--- src/rtl/lich_pkg.sv ---
// Shared constants and calendar helpers for the BCD date counter.
// Mode codes, BCD literals, divisibility-by-4 on BCD digits, and days-in-month.
package lich_pkg;

    localparam logic [2:0] MODE_SET_DAY   = 3'd3;
    localparam logic [2:0] MODE_SET_MONTH = 3'd4;
    localparam logic [2:0] MODE_SET_YEAR  = 3'd5;

    localparam logic [7:0] BCD_59 = 8'h59;
    localparam logic [7:0] BCD_23 = 8'h23;
    localparam logic [7:0] BCD_12 = 8'h12;
    localparam logic [7:0] BCD_01 = 8'h01;

    // A two-digit BCD value is a multiple of 4 when (even tens, units 0/4/8) or (odd tens, units 2/6).
    function automatic logic div4_bcd(input logic [7:0] v);
        logic [3:0] u;
        u = v[3:0];
        if (!v[4])
            return (u == 4'd0) || (u == 4'd4) || (u == 4'd8);
        return (u == 4'd2) || (u == 4'd6);
    endfunction

    function automatic logic [7:0] days_in_month(input logic [7:0] m, input logic leap);
        case (m)
            8'h02:                      return leap ? 8'h29 : 8'h28;
            8'h04, 8'h06, 8'h09, 8'h11: return 8'h30;
            default:                    return 8'h31;
        endcase
    endfunction

endpackage

--- src/rtl/bcd_updown.sv ---
// Multi-digit BCD +1 / -1, wrapping 9..9 <-> 0..0; used for day, month and year.
module bcd_updown #(
    parameter int DIGITS = 2
) (
    input  logic [4*DIGITS-1:0] val,
    input  logic                up,
    output logic [4*DIGITS-1:0] res
);

    always_comb begin
        logic       carry;
        logic [3:0] d;
        res   = val;
        carry = 1'b1;
        for (int i = 0; i < DIGITS; i++) begin
            d = val[4*i +: 4];
            if (carry) begin
                if (up) begin
                    carry = (d == 4'd9);
                    res[4*i +: 4] = carry ? 4'd0 : d + 4'd1;
                end else begin
                    carry = (d == 4'd0);
                    res[4*i +: 4] = carry ? 4'd9 : d - 4'd1;
                end
            end
        end
    end

endmodule

--- src/rtl/lich_the_ky.sv ---
// BCD calendar: advances the date at 23:59:59 in run mode, and lets the user
// step day/month/year in set modes with wrap and end-of-month clamping.
module lich_the_ky
    import lich_pkg::*;
#(
    parameter int          YEAR_DIGITS = 4,
    parameter logic [15:0] YEAR_MIN    = 16'h2000,
    parameter logic [15:0] YEAR_MAX    = 16'h2099,
    parameter logic [15:0] RST_DATE    = {8'h01, 8'h01},
    localparam int         YW          = 4 * YEAR_DIGITS
) (
    input  logic          clk_1Hz,
    input  logic          rst_n,
    input  logic          btn_up,
    input  logic          btn_down,
    input  logic [2:0]    mode,
    input  logic [7:0]    giay,
    input  logic [7:0]    phut,
    input  logic [7:0]    gio,
    output logic [7:0]    ngay,
    output logic [7:0]    thang,
    output logic [YW-1:0] nam,
    output logic          nhuan,
    output logic          sang_nam
);

    localparam logic [YW-1:0] Y_MIN = YEAR_MIN[YW-1:0];
    localparam logic [YW-1:0] Y_MAX = YEAR_MAX[YW-1:0];

    // Four-digit: a "00" low pair means a century year, leap only if the century pair is a multiple of 4.
    function automatic logic is_leap(input logic [YW-1:0] y);
        logic [15:0] y16;
        y16 = 16'(y);
        if (YEAR_DIGITS == 2)
            return div4_bcd(y16[7:0]);
        if (y16[7:0] == 8'h00)
            return div4_bcd(y16[15:8]);
        return div4_bcd(y16[7:0]);
    endfunction

    logic          set_mode, press, step_up, tick;
    logic [7:0]    ngay_step, thang_step;
    logic [YW-1:0] nam_step;
    logic [7:0]    ngay_n, thang_n, dim_cur, dim_new;
    logic [YW-1:0] nam_n;
    logic          sang_nam_n;

    assign set_mode = (mode == MODE_SET_DAY) || (mode == MODE_SET_MONTH) || (mode == MODE_SET_YEAR);
    assign press    = !btn_up || !btn_down;
    assign step_up  = !set_mode || !btn_up;
    assign tick     = !set_mode && (giay == BCD_59) && (phut == BCD_59) && (gio == BCD_23);
    assign nhuan    = is_leap(nam);

    bcd_updown #(.DIGITS(2))           u_day   (.val(ngay),  .up(step_up), .res(ngay_step));
    bcd_updown #(.DIGITS(2))           u_month (.val(thang), .up(step_up), .res(thang_step));
    bcd_updown #(.DIGITS(YEAR_DIGITS)) u_year  (.val(nam),   .up(step_up), .res(nam_step));

    always_comb begin
        ngay_n     = ngay;
        thang_n    = thang;
        nam_n      = nam;
        sang_nam_n = 1'b0;
        dim_cur    = days_in_month(thang, nhuan);
        dim_new    = dim_cur;
        if (tick) begin
            if (ngay < dim_cur) begin
                ngay_n = ngay_step;
            end else begin
                ngay_n = BCD_01;
                if (thang < BCD_12) begin
                    thang_n = thang_step;
                end else begin
                    thang_n    = BCD_01;
                    nam_n      = (nam == Y_MAX) ? Y_MIN : nam_step;
                    sang_nam_n = 1'b1;
                end
            end
        end else if (set_mode && press) begin
            unique case (mode)
                MODE_SET_DAY:
                    if (step_up) ngay_n = (ngay >= dim_cur) ? BCD_01 : ngay_step;
                    else         ngay_n = (ngay <= BCD_01) ? dim_cur : ngay_step;
                MODE_SET_MONTH:
                    if (step_up) thang_n = (thang >= BCD_12) ? BCD_01 : thang_step;
                    else         thang_n = (thang <= BCD_01) ? BCD_12 : thang_step;
                MODE_SET_YEAR:
                    if (step_up) nam_n = (nam >= Y_MAX) ? Y_MIN : nam_step;
                    else         nam_n = (nam <= Y_MIN) ? Y_MAX : nam_step;
                default: ;
            endcase
            // A month or year change may shorten the month under the current day.
            dim_new = days_in_month(thang_n, is_leap(nam_n));
            if (ngay_n > dim_new)
                ngay_n = dim_new;
        end
    end

    always_ff @(posedge clk_1Hz or negedge rst_n) begin
        if (!rst_n) begin
            ngay     <= RST_DATE[15:8];
            thang    <= RST_DATE[7:0];
            nam      <= Y_MIN;
            sang_nam <= 1'b0;
        end else begin
            ngay     <= ngay_n;
            thang    <= thang_n;
            nam      <= nam_n;
            sang_nam <= sang_nam_n;
        end
    end

endmodule

--- config.mk ---
export PLATFORM = sky130hd
export DESIGN_NAME = lich_the_ky
export DESIGN_NICKNAME = d
export VERILOG_FILES = /design/src/rtl/lich_pkg.sv /design/src/rtl/bcd_updown.sv /design/src/rtl/lich_the_ky.sv
export SDC_FILE = /design/constraint.sdc
export NUM_CORES = 1
export LEC_CHECK = 0
export CAP_MARGIN = 25
export CORE_UTILIZATION = 35
export DETAILED_ROUTE_END_ITERATION = 8
export HOLD_SLACK_MARGIN = 0.08
export PLACE_DENSITY = 0.64
export SETUP_SLACK_MARGIN = 0.3
export SLEW_MARGIN = 20
export SYNTH_ARGS = -nofsm -noshare
export SYNTH_HDL_FRONTEND = slang
export SYNTH_SLANG_ARGS = --single-unit
--- constraint.sdc ---
create_clock -name clk_1Hz -period 5.15 [get_ports clk_1Hz]
set_clock_uncertainty 0.15 [all_clocks]
set_input_delay 1.03 -clock clk_1Hz [delete_from_list [all_inputs] [get_ports clk_1Hz]]
set_output_delay 1.03 -clock clk_1Hz [all_outputs]
set_load 0.01 [all_outputs]
==> out/qor.yml <==
run_status:
  run_status: "complete, no violations"
logic_synthesis:
  synth_sequential_area_ratio_pct: 18.23
  yosys_warn_count: 0
  post-synth-top-area-cell: "sky130_fd_sc_hd__dfrtp_1"
  post-synth-top-count-cell: "sky130_fd_sc_hd__nand2_1"
  synth_ff_type: "sky130_fd_sc_hd__dfrtp_1"
  synthDominantCellAreaShare_pct: 16.50
  synth-edff-count: 0
  synthesis.nets: 678
  syn_avg_cell_area_um2: 7.302
  yosys_register_bits: 33
  synth_top_cells_by_count: "62 x sky130_fd_sc_hd__nand2_1, 61 x sky130_fd_sc_hd__nor2_1, 52 x sky130_fd_sc_hd__o21ai_0, 46 x sky130_fd_sc_hd__a21oi_1, 30 x sky130_fd_sc_hd__dfrtp_1"
  post_synth_design_cell_area_um2: 4549
  syn_inst: 623
  synth_async_sr_flop_share_pct: 100.0
  ys_types: 87
  synth.top_cells.by_area: "sky130_fd_sc_hd__dfrtp_1 17%, sky130_fd_sc_hd__ha_1 6.6%, sky130_fd_sc_hd__o21ai_0 5.7%, sky130_fd_sc_hd__nand2_1 5.1%, sky130_fd_sc_hd__a21oi_1 5.1%"
worst_setup_path:
  worstSetupPathType: "primary input to flop"
  critical_path.max_stage_delay_ns: 0.40
  rr_startpoint: "nam[4]$_DFFE_PN0P_"
  critical_path.startpoint_type: "primary input"
  critical_path.max_fanout: 8
  cp.arrival_ns: 4.74
  slowest_stage: "sky130_fd_sc_hd__mux4_2"
  cp.required_ns: 5.19
  rrSetupSlack_ns: 0.47
  crit-reg2reg-capture: "ngay[3]$_DFFE_PN0P_"
  cp_cell_sequence: "buf_6 -> and4b_1 -> buf_12 -> nor2_8 -> mux4_2 -> nor4b_4 -> a31oi_1 -> nor4b_2 -> nand4_1 -> o2111a_1 -> or3_1 -> ha_1 -> and3_4 -> o21ai_4 -> a21oi_2 -> o31ai_4 -> mux2i_1 -> o22a_1 -> a21oi_1"
  endpoint_kind: "flop"
  worst-path-buf-inv: 2
  timing.critical_path.max_delay_family: "simple AND/OR/NAND/NOR gates"
  reg2reg_depth: 18
sta:
  final_hold_viol_count: 0
  post-route-period-util_pct: 91.38
  final-setup-viol-count: 0
  max_freq_mhz: 212.5
  timing.final.max_slew_violations: 0
  worst-slew-pin-transition_ns: 0.9021
  relSlewSlack_pct: 39.86
  fin_setup_tns_ns: 0
  post-route-min-period_ns: 4.706
  setup_ws_ns: 0.4438
  fin_hold_ws_ns: 0.4556
  rsz_0062_raised_after_global_routing: "yes"
power:
  vdd_ir_drop_max_v: 0.0002534
  p_per_area_nw_per_um2: 408.3
  cellLeakagePower_uw: 0.002565
placement:
  dp.final_hpwl_mm: 12.74
  placement.io_buffers: 64
  place_ws_ns: -0.3813
  finalWeightedCongestion: 0.9544
  cell_count_post_placement: 911
floorplanning:
  initial_utilization_pct: 35.90
  design.die.area_um2: 13460
  std_cell_rows: 41
  die_h_um: 116.0
  dieWidth_um: 116.0
  core-area_um2: 12670
  boundaryPins: 65
hold_path:
  worst_hold_endpoint: "nam[4]$_DFFE_PN0P_"
  hold_depth: 2
  worst_hold_path_type: "flop to flop"
  hold_start: "nam[4]$_DFFE_PN0P_"
clock_network:
  cts-root-buf: "sky130_fd_sc_hd__clkbuf_16"
  clock_latency_ns: 0.30
  number_of_h_tree_levels: 2
  tritoncts: "done"
  ctsLongestPathBuffers: 2
  postCtsHoldBufs: 0
  cts-buffers-inserted: 5
  clock-sinks: 33
  clkTransAtPathRegs_ns: 0.06
cells_and_area:
  final.fill_count: 1243
  design.final.nets: 809
  multi_input_area_um2: 3655
  layoutNonFillerInstCount: 927
  layout.core_utilization_pct: 50.45
  area.sequential_um2: 832.0
  antenna_cells: 0
  syn2layout_area_growth_pct: 40.51
  drive_gt1_share_pct: 24.24
global_routing:
  grt_max_degree: 34
  grt_first_pass_wirelength_mm: 27.32
  antenna_found_initial: 0
  globalRouteOverflowTotal: 0
  grtUsageTotal_pct: 26.26
  number_of_global_route_vias_before_repair: 5306
drt:
  postRouteWirelength_mm: 17.17
  vias_cell: 5.957
  final_antenna_net_count: 0
  vias: 5522
  drc: 0
  dr.first_iter.drc_count: 478
  drt-pass1-iter-count: 5
  post_drt_wl_per_cell_um: 18.53
run:
  max-cap-violations: 0
==> worst register-to-register path: stages (launching register included) <==
cell	delay (ns)
sky130_fd_sc_hd__dfrtp_1	0.37
sky130_fd_sc_hd__buf_4	0.19
sky130_fd_sc_hd__ha_1	0.26
sky130_fd_sc_hd__nand3b_1	0.24
sky130_fd_sc_hd__o311ai_4	0.16
sky130_fd_sc_hd__a31o_1	0.28
sky130_fd_sc_hd__or3_4	0.44
sky130_fd_sc_hd__o32ai_4	0.30
sky130_fd_sc_hd__a2111oi_2	0.11
sky130_fd_sc_hd__o2111a_1	0.28
sky130_fd_sc_hd__or3_1	0.36
sky130_fd_sc_hd__ha_1	0.28
sky130_fd_sc_hd__and3_4	0.16
sky130_fd_sc_hd__o21ai_4	0.14
sky130_fd_sc_hd__a21oi_2	0.06
sky130_fd_sc_hd__o31ai_4	0.37
sky130_fd_sc_hd__mux2i_1	0.23
sky130_fd_sc_hd__o22a_1	0.15
sky130_fd_sc_hd__a21oi_1	0.05
==> power breakdown <==
part,leakage (µW),switching [µW],internal (µW),total (µW)
sequential,0.000424,167,329,496
combinational,0.00207,958,846,1800
clock,0.0000706,132,178,310
==> area by class of cell <==
class                   count  share of cell area, %
clock buffers               6                  2.016
clock inverters             2                 0.1566
inverters                  29                  1.703
multi-input cells         518                  57.17
flip-flops and latches     33                  13.02
well taps                 172                  3.367
repair buffers            167                  22.57
==> how the worst max path moves through the flow <==
stage,startpoint,end,slack (ns),cells past startpoint
after floorplan,mode[0],ngay[3]$_DFFE_PN0P_,0.37,17
after global placement,mode[2],ngay[3]$_DFFE_PN0P_,-0.33,18
after detailed placement,btn_up,ngay[3]$_DFFE_PN0P_,-0.38,20
after CTS,btn_up,ngay[3]$_DFFE_PN0P_,0.33,19
after global routing,mode[2],ngay[3]$_DFFE_PN0P_,0.19,21
final,mode[2],ngay[3]$_DFFE_PN0P_,0.44,19
==> kinds of logic (layout without fill, tap and decap cells) <==
| family | Yosys count | in the layout | synth area share (%) |
|---|---|---|---|
| buffers and inverters | 72 | 204 | 6.903 |
| AO/OA/AOI/OAI | 221 | 221 | 32.43 |
| AND/OR/NAND/NOR | 256 | 256 | 31.55 |
| multiplexers | 12 | 12 | 3.328 |
| flip-flops | 33 | 33 | 18.23 |
| XOR/XNOR | 5 | 5 | 0.9626 |
| adder cells (fa/ha/maj) | 24 | 24 | 6.601 |
==> metrics by stage <==
stage	total power (µW)	cell area (µm²)
after global routing	2815	6392
after floorplan	1484	4558
final	2610	6392
after global placement	2100	5954
after detailed placement	2125	5954
after CTS	2487	6175
==> timing repair <==
item,CTS,global route
pin swaps,14,16
setup endpoints to repair,5,5
gates resized for setup,17,47
buffers inserted,4,4
==> placed cells by master (no fill, tap or decap), drive strengths merged, types with 9 or more instances in the layout <==
cell,count
clkdlybuf4s50,59
nand2,63
dfrtp,30
o31ai,11
a21oi,46
buf,106
nand3,18
nor3,22
ha,24
nor2,62
nor4,10
nand3b,9
nand4,11
a211oi,11
o22ai,15
o21ai,57
inv,28
==> metal layers <==
metal | GRT usage (%) | routed length, µm | vias to the layer above | share of wire, %
met4 | 13.25 | 704 | 0 | 4.1
met2 | 44.88 | 8177 | 207 | 48
met5 | 0 | 0 | - | 0
li1 | - | - | 2616 | -
met3 | 4.707 | 1023 | 46 | 6.0
met1 | 31.58 | 7268 | 2653 | 42
==> state kept, by name (all words and copies together), names as in the netlist <==
name      count
nam          16
sang_nam      1
thang         8
ngay          8
(Power assumes the default switching activity.)
